$ cat src/rtl/pdc_pkg.sv
// Shared types and constants for the path-delay measurement controller.
package pdc_pkg;

    typedef enum logic [2:0] {
        IDLE,
        PRESET,
        LAUNCH,
        REPORT,
        DONE
    } state_t;

    localparam logic [1:0] MODE_RISE = 2'b00;
    localparam logic [1:0] MODE_FALL = 2'b01;
    localparam logic [1:0] MODE_BOTH = 2'b10;

    localparam logic EDGE_RISE = 1'b0;
    localparam logic EDGE_FALL = 1'b1;

    // The first edge measured on a path; only a pure-fall sweep starts falling.
    // The launch initial level equals the edge bit (rise starts low, fall starts high).
    function automatic logic firstEdge(input logic [1:0] m);
        return (m == MODE_FALL) ? EDGE_FALL : EDGE_RISE;
    endfunction

endpackage

$ cat src/rtl/pdc_sync2.sv
// Two-flop synchroniser bringing the asynchronous path outputs into the clk domain.
module pdc_sync2 #(
    parameter int WIDTH = 1
) (
    input  logic             clk,
    input  logic             rst_n,
    input  logic [WIDTH-1:0] i_d,
    output logic [WIDTH-1:0] o_q
);

    logic [WIDTH-1:0] r_meta;
    logic [WIDTH-1:0] r_sync;

    // Both stages clear on reset so detection starts from a known low level.
    always_ff @(posedge clk or negedge rst_n) begin
        if (!rst_n) begin
            r_meta <= '0;
            r_sync <= '0;
        end else begin
            r_meta <= i_d;
            r_sync <= r_meta;
        end
    end

    assign o_q = r_sync;

endmodule

$ cat src/rtl/path_delay_ctrl.sv
// Path-delay measurement controller: sweeps each path, launches a transition,
// counts cycles until the synchronised output follows and reports one word per edge.
module path_delay_ctrl #(
    parameter int NUM_PATHS = 4,
    parameter int CNT_W     = 16,
    parameter int TIMEOUT   = 1000,
    localparam int IDX_W    = (NUM_PATHS > 1) ? $clog2(NUM_PATHS) : 1
) (
    input  logic                 clk,
    input  logic                 rst_n,
    input  logic                 start,
    input  logic [1:0]           mode,
    input  logic [NUM_PATHS-1:0] path_result,
    output logic [NUM_PATHS-1:0] path_input,
    output logic                 busy,
    output logic                 res_valid,
    input  logic                 res_ready,
    output logic [IDX_W-1:0]     res_path,
    output logic                 res_edge,
    output logic [CNT_W-1:0]     res_count,
    output logic                 res_timeout,
    output logic                 done
);

    import pdc_pkg::*;

    localparam logic [CNT_W-1:0] CNT_LIMIT = CNT_W'(TIMEOUT);

    state_t               r_state;
    logic [1:0]           r_mode;
    logic [IDX_W-1:0]     r_idx;
    logic                 r_edge;
    logic [CNT_W-1:0]     r_cnt;
    logic [NUM_PATHS-1:0] r_pathIn;
    logic                 r_busy;
    logic                 r_valid;
    logic [IDX_W-1:0]     r_resPath;
    logic                 r_resEdge;
    logic [CNT_W-1:0]     r_resCount;
    logic                 r_resTimeout;
    logic                 r_done;

    logic [NUM_PATHS-1:0] w_sync;
    logic                 w_sel;
    logic                 w_last;
    logic [NUM_PATHS-1:0] w_launchVec;

    pdc_sync2 #(
        .WIDTH(NUM_PATHS)
    ) u_sync (
        .clk   (clk),
        .rst_n (rst_n),
        .i_d   (path_result),
        .o_q   (w_sync)
    );

    assign w_sel       = w_sync[r_idx];
    assign w_last      = (r_idx == IDX_W'(NUM_PATHS - 1));
    assign w_launchVec = {NUM_PATHS{r_edge}} ^ (NUM_PATHS'(1) << r_idx);

    // Sweep FSM with counter, path index and registered result/launch outputs.
    always_ff @(posedge clk or negedge rst_n) begin
        if (!rst_n) begin
            r_state      <= IDLE;
            r_mode       <= MODE_RISE;
            r_idx        <= '0;
            r_edge       <= EDGE_RISE;
            r_cnt        <= '0;
            r_pathIn     <= '0;
            r_busy       <= 1'b0;
            r_valid      <= 1'b0;
            r_resPath    <= '0;
            r_resEdge    <= 1'b0;
            r_resCount   <= '0;
            r_resTimeout <= 1'b0;
            r_done       <= 1'b0;
        end else begin
            r_done <= 1'b0;
            case (r_state)
                IDLE: begin
                    if (start) begin
                        r_mode   <= (mode == MODE_FALL || mode == MODE_BOTH) ? mode : MODE_RISE;
                        r_idx    <= '0;
                        r_edge   <= firstEdge(mode);
                        r_cnt    <= '0;
                        r_pathIn <= {NUM_PATHS{firstEdge(mode)}};
                        r_busy   <= 1'b1;
                        r_state  <= PRESET;
                    end
                end
                PRESET: begin
                    if (w_sel == r_edge) begin
                        r_cnt    <= '0;
                        r_pathIn <= w_launchVec;
                        r_state  <= LAUNCH;
                    end else if (r_cnt == CNT_LIMIT) begin
                        r_resPath    <= r_idx;
                        r_resEdge    <= r_edge;
                        r_resCount   <= '0;
                        r_resTimeout <= 1'b1;
                        r_valid      <= 1'b1;
                        r_state      <= REPORT;
                    end else begin
                        r_cnt <= r_cnt + CNT_W'(1);
                    end
                end
                LAUNCH: begin
                    if (w_sel != r_edge) begin
                        r_resPath    <= r_idx;
                        r_resEdge    <= r_edge;
                        r_resCount   <= r_cnt;
                        r_resTimeout <= 1'b0;
                        r_valid      <= 1'b1;
                        r_state      <= REPORT;
                    end else if (r_cnt == CNT_LIMIT) begin
                        r_resPath    <= r_idx;
                        r_resEdge    <= r_edge;
                        r_resCount   <= CNT_LIMIT;
                        r_resTimeout <= 1'b1;
                        r_valid      <= 1'b1;
                        r_state      <= REPORT;
                    end else begin
                        r_cnt <= r_cnt + CNT_W'(1);
                    end
                end
                REPORT: begin
                    if (res_ready) begin
                        r_valid <= 1'b0;
                        r_cnt   <= '0;
                        if (r_mode == MODE_BOTH && r_edge == EDGE_RISE) begin
                            r_edge   <= EDGE_FALL;
                            r_pathIn <= {NUM_PATHS{EDGE_FALL}};
                            r_state  <= PRESET;
                        end else if (w_last) begin
                            r_pathIn <= '0;
                            r_done   <= 1'b1;
                            r_state  <= DONE;
                        end else begin
                            r_idx    <= r_idx + IDX_W'(1);
                            r_edge   <= firstEdge(r_mode);
                            r_pathIn <= {NUM_PATHS{firstEdge(r_mode)}};
                            r_state  <= PRESET;
                        end
                    end
                end
                DONE: begin
                    r_busy  <= 1'b0;
                    r_state <= IDLE;
                end
                default: begin
                    r_state <= IDLE;
                end
            endcase
        end
    end

    assign path_input  = r_pathIn;
    assign busy        = r_busy;
    assign res_valid   = r_valid;
    assign res_path    = r_resPath;
    assign res_edge    = r_resEdge;
    assign res_count   = r_resCount;
    assign res_timeout = r_resTimeout;
    assign done        = r_done;

endmodule
$ cat config.mk
export PLATFORM = sky130hd
export DESIGN_NAME = path_delay_ctrl
export DESIGN_NICKNAME = d
export VERILOG_FILES = /design/src/rtl/pdc_pkg.sv /design/src/rtl/pdc_sync2.sv /design/src/rtl/path_delay_ctrl.sv
export SDC_FILE = /design/constraint.sdc
export NUM_CORES = 1
export LEC_CHECK = 0
export CELL_PAD_IN_SITES_DETAIL_PLACEMENT = 0
export CELL_PAD_IN_SITES_GLOBAL_PLACEMENT = 1
export CORE_ASPECT_RATIO = 1.25
export CORE_MARGIN = 5
export CORE_UTILIZATION = 39
export CTS_CLUSTER_DIAMETER = 80
export DETAILED_ROUTE_END_ITERATION = 6
export GPL_TIMING_DRIVEN = 0
export PLACE_DENSITY = 0.83
export SYNTH_ARGS = -nofsm -noshare
export SYNTH_HDL_FRONTEND = slang
export SYNTH_SLANG_ARGS = --single-unit
$ cat constraint.sdc
create_clock -name clk -period 2.4 [get_ports clk]
set_input_delay 0.48 -clock clk [delete_from_list [all_inputs] [get_ports clk]]
set_output_delay 0.48 -clock clk [all_outputs]
set_load 0.03 [all_outputs]
### Word level (Yosys, flattened, before mapping)

Index checks and enable logic that the tools add are counted.

* multiplexer cells: 63
* shifts and indexed selects: 1
* equality and inequality tests: 22
* reduce and logical (&&, ||, !) cells: 19
* add/sub/neg operators: 2
* bitwise gates (word level): 2
* $lt $le $gt $ge: 1

Operators with widths (count)
* $mux 16: 9
* $pmux 16 s4: 1
* $pmux 16 s2: 1
* $mux 1: 22
* $mux 3: 7
* $mux 4: 5
* $add 16x1->16 const B: 1
* $eq 16x10->1 const B: 1
* $mux 2: 8
* $ne 2x2->1 const B: 8
* $reduce_and 4->1: 4
* $pmux 3 s4: 1
* $pmux 4 s3: 1
* $pmux 1 s2: 4
* $pmux 2 s2: 2
* $reduce_and 2->1: 4
* $eq 2x2->1 const B: 3
* $eq 3x2->1 const B: 2
* $ne 3x3->1 const B: 2
* $reduce_bool 2->1: 3
* $reduce_bool 3->1: 2
* $reduce_and 5->1: 1
* $eq 2x1->1 const B: 2
* $reduce_bool 4->1: 1
* other kinds (15): 15

* register bits after elaboration: 59
* bits of input ports: 10

### Logic depth before layout (Yosys ltp)

Gate-level depths: netlist of run 1.

* depth after elaboration: 6
* gate-level depth with buffers: 9
* depth with buffers taken out: 7

### Cells and area by module

A second synthesis of run 1 with hierarchy kept.

* cells, all modules: 265
* area, all modules: 2865.2 µm²

By module, submodules not included
* path_delay_ctrl: area each 2665.1 µm², cells each 257, instances 1
* pdc_sync2: area each 200.2 µm², cells each 8, instances 1

### Least setup slack after synthesis of run 1

Ideal clock, no wire load.

* path kind: register to register
* start: reg r_cnt[10]
* end: reg r_resCount[0] (netlist: res_count[0])
* arrival time: 2.179 ns
* clock period less this slack: 2.300 ns
* cell stages (with the launch flop): 8
* required time: 2.279 ns
* slack: 0.100 ns
* buffers on the path: 2
* library setup time: 0.121 ns
* cells stage by stage: dfrtp_1 or4_1 or4_1 buf_2 nand2b_4 o2bb2ai_4 buf_6 a22o_1

* word-level cells in the longest chain between the ends: 3
* elaborated cells between the ends (all ways): 4

RTL lines
* from (decl): RTL line path_delay_ctrl.sv:33 `logic [CNT_W-1:0] r_cnt;`
* from (signal assigned): RTL line path_delay_ctrl.sv:104 `r_cnt <= r_cnt + CNT_W'(1);`
* from (signal assigned): RTL line path_delay_ctrl.sv:123 `r_cnt <= r_cnt + CNT_W'(1);`
* $eq 16x10->1 (*): RTL line path_delay_ctrl.sv:96, path_delay_ctrl.sv:115
* $ne 3x3->1 (no line) / $ne 2x2->1 (equally long branches)
* $reduce_and 4->1 (no line) (*)
* to (signal assigned): RTL line path_delay_ctrl.sv:111 `r_resCount <= r_cnt;`
* to (decl): RTL line path_delay_ctrl.sv:39 `logic [CNT_W-1:0] r_resCount;`

Every way passes the cells marked *; elsewhere a longest branch is shown, timed or not.
A chain may end at the register's enable or synchronous reset.

### Worst setup path in the final report of run 1

* start: reg r_cnt[11]
* end: reg r_resCount[12] (netlist: res_count[12])

Same word-level chain as after synthesis.

==> results.md, run 1 <==
- The synthesis-to-finish area growth is 27.1%.
- The number of placed instances with taps included is 403.
- Across every metal layer, demand over resource in global routing totals 15.5%.
- Global routing finished with a remaining overflow of 0.
- The netlist area before placement is 2880 um^2.
- Final hold analysis gives a worst-case slack of 0.185 ns.
- The longest clock path from root to sink contains 2 buffers.
- The number of slew-limit violations in the final report was 0.
- The capturing element type of the critical path is a flip-flop.
- The most frequent standard cell in the layout excluding fill and tap cells is sky130_fd_sc_hd__dfrtp_1.
- The number of buffers added by the clock tree synthesis step is 9.
- After synthesis, the netlist uses 52 different library cells.
- The routed wire length is 6.55 mm.
- Setup violations remaining at the end of the flow were counted as 0.
- The worst setup slack after layout is 0.0998 ns.
- The completed layout was analyzed and its total power is 4.30 mW.
- The clock tree synthesis step divided the H-tree into 3 levels.
- The final cell count without fillers is 420.
- The critical path depth is 7.
- Data on the critical path is required at its endpoint by 2.62 ns.
- Across the VDD grid, the largest voltage drop is 0.000649 V.
- In the final routed layout, each cell accounts on average for 15.6 um.
- Entering global routing, the biggest net connects 31 pins.
- The fraction of final layout cells with drive strength greater than 1 is 13.7%.
- For the worst-skew pair, the clock arrives at the later sink with an insertion delay of 0.34 ns.
- The signal on the critical path passes through or3_1 -> or4_4 -> buf_6 -> nand2b_4 -> o2bb2ai_4 -> buf_6 -> a22o_1.
- Yosys printed 0 warnings.
- The number of antenna violations at the first check in global routing is 0.
- The antenna cell count is 0.
- The source of the critical timing path is r_cnt[11]$_DFFE_PN0P_.
- The worst register-to-register path ends at res_count[12]$_DFFE_PN0P_.
- The maximum fanout count along the critical path is 8.
- The flow ran to the end, and the final reports show no timing, DRC or antenna violations.
- The synthesized net count is 290.
- The clock root buffer is sky130_fd_sc_hd__clkbuf_8.
- At the end of routability-driven placement, the weighted congestion stood at 0.757.
- For the finished layout, the period the worst path requires is 2.30 ns.
- Once the floorplan was initialized, standard cells occupied 39.6% of the core.
- Dividing the final minimum period by the clock period gives 95.8%.
- The net count of the finished layout is 341.
- The path class of the lowest-slack min-delay path is in2async.
- The leakage power is 1.56 nW.
- The number of input and output port buffers inserted is 36.
- Setup repair after global routing left no endpoint under its margin.
- After clock tree synthesis, the clock-pin slew on the worst setup and hold paths is 0.07 ns.
- The hold violation count in the final report was 0.
- Detailed routing inserted a total of 2301 vias.
- The post-layout instance area is 3650 um^2.
- The number of DRC violations after detailed routing is 0.
- The number of rows in the core area is 35.
- The fmax is 435 MHz.
- The slack of the worst reg-to-reg path is 0.1 ns.
- In the layout the commonest cells are sky130_fd_sc_hd__dfrtp_1 (59), sky130_fd_sc_hd__clkdlybuf4s50_1 (35), sky130_fd_sc_hd__a21oi_1 (25), sky130_fd_sc_hd__nand2_1 (19), sky130_fd_sc_hd__o21ai_1 (14).
- Summed over all nets, the half-perimeter wirelength after detailed placement is 4.65 mm.
- The cell area reported after detailed placement is 3370 um^2.
- The wire length of the first global-routing pass is 11.2 mm.
- For this design, the slowest cell found on the critical path is sky130_fd_sc_hd__or4_4.
- The worst pin sits at a relative slew slack of 45.1%.
- The number of iterations in the first detailed-routing pass is 4.
- The critical path startpoint category is a flip-flop.
- Hold repair after CTS inserted 0 buffers.
- The most used cell along the critical path is sky130_fd_sc_hd__buf_6.
- The kind of cell with the highest combined delay along the critical path is simple AND/OR/NAND/NOR gates.
- After routing, the total negative slack on setup checks comes to 0 ns.
- The number of DRC markers in iteration 0 is 173.
- The via count of the first global-routing pass is 2248.
- The power per cell area is 1180 nW/um^2.
- The cell count after synthesis is 274.
- The number of buffer and inverter stages on the critical path is 2.
- For the final database, setup skew stands at 0.00801 ns.
- The post-route core utilization is 50.3%.
- The clock tree from TritonCTS is built.
- The clock net in this run drives a total of 59 sinks.
- The startpoint of the worst-slack reg-to-reg timing path is r_cnt[11]$_DFFE_PN0P_.
- The share of flip-flops with an asynchronous set or reset after synthesis is 100%.
- The tool flagged a number of max-cap violations equal to 0.
- The floorplan die height is 106 um.
- The die is 86.8 um wide.
- The placeable core area is 7270 um^2.
- The number of synthesized flops with an enable pin is 0.
- In this run the worst setup path terminates at res_count[12]$_DFFE_PN0P_.
- The detail route stage leaves a number of antenna-violating nets equal to 0.
- The share of synthesized area occupied by flip-flops and latches is 51.3%.
- The worst setup slack before clock tree synthesis is -0.527 ns.
- The largest single stage delay on the critical path is 0.54 ns.
- The critical path data arrival time is 2.53 ns.
- The die footprint is 9200 um^2.
- The post-synthesis register bit count is 59.
- The total I/O pin count is 37.
- At the pin with the least slew margin, the transition time is 0.823 ns.
- Dividing the detail-routed via count by the number of cells gives 5.48.
- The most used flip-flop cell after synthesis is sky130_fd_sc_hd__dfrtp_1.
- Dividing the synthesized area by the synthesized cell count gives 10.5 um^2.
- For the worst flop-to-flop path, the logic depth is 7.
- The setup path with the least slack is of type reg2reg.
[cell type report]
type	count	area, um^2
fillers	707	3620
flip-flops and latches	59	1480
multi-input cells	192	1380
repair buffers	41	409
clock buffers	11	151
well taps	92	115
plain buffers	13	71.3
inverters	9	33.8
clock inverters	3	15.0
[cell usage after synthesis, drive strengths merged (2+ instances only)]
master | n | area (um^2)
a21oi | 26 | 130
a221oi | 2 | 17.5
a22o | 10 | 87.6
and3 | 2 | 12.5
and4 | 2 | 17.5
buf | 4 | 27.5
clkbuf | 10 | 37.5
dfrtp | 59 | 1480
ha | 6 | 75.1
inv | 9 | 33.8
mux2 | 3 | 45.0
mux2i | 2 | 20.0
nand2 | 19 | 71.3
nand2b | 3 | 26.3
nand3 | 7 | 35.0
nand3b | 2 | 15.0
nand4 | 5 | 31.3
nor2 | 15 | 58.8
nor2b | 4 | 25.0
o2111ai | 2 | 17.5
o211ai | 3 | 27.5
o21a | 6 | 45.0
o21ai | 24 | 120
o22a | 6 | 52.6
o22ai | 3 | 18.8
o2bb2ai | 2 | 36.3
or3 | 12 | 75.1
or4 | 3 | 22.5
xnor2 | 2 | 17.5
xor2 | 8 | 77.6
[worst reg2reg max path, stage by stage (launching register included)]
cell	delay, ns
sky130_fd_sc_hd__dfrtp_1	0.44
sky130_fd_sc_hd__or3_1	0.39
sky130_fd_sc_hd__or4_4	0.54
sky130_fd_sc_hd__buf_6	0.16
sky130_fd_sc_hd__nand2b_4	0.15
sky130_fd_sc_hd__o2bb2ai_4	0.17
sky130_fd_sc_hd__buf_6	0.16
sky130_fd_sc_hd__a22o_1	0.18
[power by group]
| part | internal, mW | switching, mW |
|---|---|---|
| combinational | 0.865 | 1.27 |
| clock | 0.413 | 0.379 |
| sequential | 1.20 | 0.163 |
[worst min path at each step]
stage,start,endpoint,slack [ns],depth (start not counted)
after floorplan,rst_n,busy$_DFFE_PN0P_,0.18,0
after global placement,u_sync.r_meta[2]$_DFF_PN0_,u_sync.o_q[2]$_DFF_PN0_,0.33,0
after detailed placement,u_sync.r_meta[3]$_DFF_PN0_,u_sync.o_q[3]$_DFF_PN0_,0.34,0
after CTS,rst_n,r_cnt[4]$_DFFE_PN0P_,0.19,1
after global routing,rst_n,r_cnt[4]$_DFFE_PN0P_,0.24,1
final,rst_n,r_cnt[4]$_DFFE_PN0P_,0.18,1
[metal layers]
metal | global-route usage, % | wire length [um] | up-vias
li1 | - | - | 1100
met1 | 19.6 | 2920 | 1132
met2 | 24.7 | 3190 | 59
met3 | 3.10 | 295 | 10
met4 | 8.24 | 143 | 0
met5 | 0 | 0 | -
[logic make-up after synthesis]
logic type      synth area share (%)
buf+inv                         3.44
mux                             3.05
fa+ha+maj                       2.61
flops                           51.3
xor+xnor                        3.31
compound gates                  21.4
simple gates                    14.8
[state kept, by name, summed over array words and instances, names as in the netlist, 2 cells and up]
name / cells
r_cnt: 16
u_sync.o_q: 4
r_idx: 2
u_sync.r_meta: 4
res_count: 16
r_mode: 2
path_input: 4
r_state: 3
res_path: 2
[what timing repair did]
item | CTS | global route
gates resized for setup | 13 | 7
pin swaps | 1 | 2
setup buffers | 2 | 1
endpoints found under the setup margin | 37 | 29
gates cloned | 1 | 0
No activity file was read; power rests on OpenSTA's default activity.
==> run 2: changes to the inputs <==
- MAX_ROUTING_LAYER: default -> met4
- SETUP_SLACK_MARGIN: default -> 0.2
==> run 2 against run 1 <==
- first-iteration DRC count down 35%
- wire length is 3.5% higher
- sequential share of layout area shrank 2.3 points
- fmax increased by 1.2%
- global-route usage rose by 0.70 points
- via count grew 1.8%
- clock-buffer cell count is the same
- design area grew 6.3%
- register-to-register slack gained 0.03 ns
- clock power grew 40%
- combinational power grew 9.8%
==> results.md, run 2 (synthesis gave the netlist of run 1 again) <==
- The number of buffer and inverter stages on the critical path is 2 (unchanged).
- The net switching power figure is 1.90 mW (+4.6%).
- The effective utilization at floorplan is 39.6% (unchanged).
- The setup TNS came to 0 ns (unchanged).
- The met1 track demand over resource in global routing came to 20.4% (+0.73 points).
- The count of final setup violators is 0 (unchanged).
- The insertion delay to the later sink of the worst-skew pair is 0.34 ns (about the same).
- The stage delay of the slowest cell on the critical path is 0.53 ns (about the same).
- The placeable core area is 7270 um^2 (unchanged).
- The fmax is 440 MHz (+1.2%).
- The number of DRC markers in iteration 0 is 112 (-35%).
- The switching share of total power was 39.4% (-2.9 points).
- The layout filler cell count is 675 (-4.5%).
- The via count of the routed design is 2343 (+1.8%).
- The ratio of final minimum period to clock period is 94.7% (-1.2 points).
- The max-cap violation count is 0 (unchanged).
- The fraction of final layout cells with drive strength greater than 1 is 19.9% (+6.2 points).
- The critical path depth was 7 (unchanged).
- The worst setup skew after layout was 0.0112 ns (+0.00323 ns).
- The clock share of power is 23.1% (+4.6 points).
- The transition time at the pin with the least slew margin came to 0.696 ns (-0.127 ns).
- The detailed-route vias per instance was 5.35 (-2.4%).
- The run finished with clean final reports.
- The placer's final routability congestion estimate is 0.815 (+7.7%).
- The overall fraction of global-route tracks in use is 16.2% (+0.70 points).
- The number of buffers added to fix hold violations after cts is 0 (unchanged).
- The synthesis-to-finish area growth is 35.1%.
- The storage element area was 1480 um^2 (+0.17%).
- The average detailed-routed wire length per instance came to 15.5 um (-0.79%).
- The relative slew slack is 53.6% (+8.5 points).
- The library cells used most frequently in the layout, excluding fill and tap cells, are sky130_fd_sc_hd__dfrtp_1 (57), sky130_fd_sc_hd__clkdlybuf4s50_1 (35), sky130_fd_sc_hd__a21oi_1 (23), sky130_fd_sc_hd__nand2_1 (18), sky130_fd_sc_hd__buf_4 (17).
- The routed wire length came to 6.78 mm (+3.5%).
- The total I/O pin count was 37 (unchanged).
- The maximum fanout count along the critical path came to 5 (-3).
- The via count of the first global-routing pass is 2271 (+1.0%).
- The number of iterations in the first detailed-routing pass was 4 (unchanged).
- The pin count of the biggest net entering global routing was 31 (unchanged).
- The combinational power share was 48.7% (-1.1 points).
- The total area of multi-input combinational cells is 1400 um^2 (+1.3%).
- The most numerous cell type found on the critical path is sky130_fd_sc_hd__buf_6.
- The leakage power is 1.68 nW (+7.6%).
- The detailed placement HPWL is 4.62 mm (-0.52%).
- The family with the most delay on the worst path is simple AND/OR/NAND/NOR gates.
- The tightest hold margin is 0.177 ns (-0.00801 ns).
- The clock slew at the register clock pins of the worst setup and hold paths was 0.07 ns (about the same).
- In this run the most used layer during global routing was met2.
- The signal on the critical path passes through or4_1 -> or4_4 -> buf_6 -> nand2b_4 -> o2bb2ai_4 -> buf_6 -> a22o_1.
- The sequential share of power is 28.2% (-3.6 points).
- The number of input and output port buffers inserted is 36 (unchanged).
- Setup repair after global routing could not meet its margin everywhere.
- The capturing element type of the critical path is a flip-flop.
- The die footprint was 9200 um^2 (unchanged).
- The post-route minimum period was 2.27 ns (-0.0283 ns).
- The critical path in this run is classified as reg2reg.
- The logic depth of the worst register-to-register path was 7 (unchanged).
- The critical path data arrival time was 2.50 ns (-0.03 ns).
- The wire length of the first global-routing pass is 11.5 mm (+2.7%).
- The library cell used most frequently in the layout, excluding fill and tap cells, is sky130_fd_sc_hd__dfrtp_1.
- The clock sink count is 59 (unchanged).
- The final-stage net count is 357 (+4.7%).
- TritonCTS built the clock tree.
- The number of slew-limit violations in the final report was 0 (unchanged).
- The path class of the lowest-slack min-delay path is in2async.
- The count of H-tree levels built during CTS is 3 (unchanged).
- The antenna cell count was 0 (unchanged).
- The routing usage on met3 is 5.19% (+2.1 points).
- The floorplan die height is 106 um (unchanged).
- The internal power summed over all cells came to 2.92 mW (+18%).
- The slowest stage cell on the critical path is sky130_fd_sc_hd__or4_1.
- The number of DRC violations after detailed routing was 0 (unchanged).
- The number of buffers on the longest clock path is 2 (unchanged).
- CTS placed an instance of sky130_fd_sc_hd__clkbuf_8 at the clock tree root.
- The number of buffers added by the clock tree synthesis step is 9 (unchanged).
- The hold violation count in the final report is 0 (unchanged).
- The met2 capacity usage during global routing is 25.5% (+0.76 points).
- The number of rows in the core area was 35 (unchanged).
- The endpoint required time on the critical path is 2.62 ns (about the same).
- The critical path startpoint category is a flip-flop.
- The largest voltage drop on the vdd net was 0.000749 V (+15%).
- The leftover overflow at the end of global routing is 0 (unchanged).
- The power per cell area is 1240 nW/um^2 (+5.6%).
- The number of routed nets with antenna violations is 0 (unchanged).
- The number of antenna violations at the first check in global routing was 0 (unchanged).
- The die outline width is 86.8 um (unchanged).
## run 2: cell count changes in the layout (fill, tap and decap cells not counted), moves of 2 or more
cell / previous run / this run
sky130_fd_sc_hd__a21oi_2: 1 / 3
sky130_fd_sc_hd__buf_4: 4 / 17
sky130_fd_sc_hd__bufinv_16: 0 / 3
sky130_fd_sc_hd__buf_6: 3 / 5
sky130_fd_sc_hd__a21oi_1: 25 / 23
sky130_fd_sc_hd__dfrtp_1: 59 / 57
sky130_fd_sc_hd__dfrtp_2: 0 / 2
## run 2: timing repair
| action | in CTS | in global routing |
|---|---|---|
| cloned | 1 | 1 |
| gates resized for setup | 18 | 15 |
| buffers inserted | 11 | 6 |
| endpoints found under the setup margin | 42 | 36 |
| pin swaps | 3 | 1 |
## run 2: path summary, 6_finish.rpt
kind                                                  from                        end  slack [ns]
worst min register to register  u_sync.r_meta[0]$_DFF_PN0_    u_sync.o_q[0]$_DFF_PN0_        0.35
worst max register to register       r_cnt[15]$_DFFE_PN0P_  res_count[11]$_DFFE_PN0P_        0.13
max in group asynchronous                            rst_n       r_cnt[1]$_DFFE_PN0P_        1.61
min in group clk                u_sync.r_meta[0]$_DFF_PN0_    u_sync.o_q[0]$_DFF_PN0_        0.35
worst min-delay path                                 rst_n       r_cnt[0]$_DFFE_PN0P_        0.18
worst max-delay path                 r_cnt[15]$_DFFE_PN0P_  res_count[11]$_DFFE_PN0P_        0.13
## run 2: cell type report
class	count	share of cell area [%]
sequential	59	38.1
clock inverter	5	2.58
buffer	14	2.32
timing repair buffer	56	13.5
inverter	9	0.870
clock buffer	11	3.64
multi-input combinational	192	36.0
tap	92	2.96
## run 2: metrics by stage
step	utilization [%]	worst slack, ns	instances	total power [mW]	area [um^2]
after floorplan	-	0.216	274	2.74	2890
after global placement	46.3	-1.02	402	3.34	3360
after detailed placement	46.5	-0.536	403	3.38	3380
after CTS	52.3	0.142	431	4.72	3800
after global routing	53.4	0.0844	438	5.11	3880
final	53.4	0.128	438	4.82	3880
## run 2: power by group through the flow
stage	Combinational (mW)	Clock (mW)	Sequential, mW
3_5_place_dp	2.00	0	1.38
5_1_grt	2.53	1.19	1.39
3_3_place_gp	1.96	0	1.38
2_1_floorplan	1.16	0	1.59
6_report	2.35	1.11	1.36
4_1_cts	2.24	1.13	1.36
## run 2: layer usage
metal | vias to the layer above | share of wire (%)
met5 | - | 0
met4 | 0 | 1.1
met3 | 13 | 3.8
met2 | 44 | 50
met1 | 1146 | 45
li1 | 1140 | -
## run 2: worst reg2reg max path: cells and delay by family, from the launching register on
kind,cells,cell delay [ns]
AOI/OAI and AO/OA,2,0.35
buffers and inverters,2,0.30
DFF,1,0.40
and+or+nand+nor,3,1.12
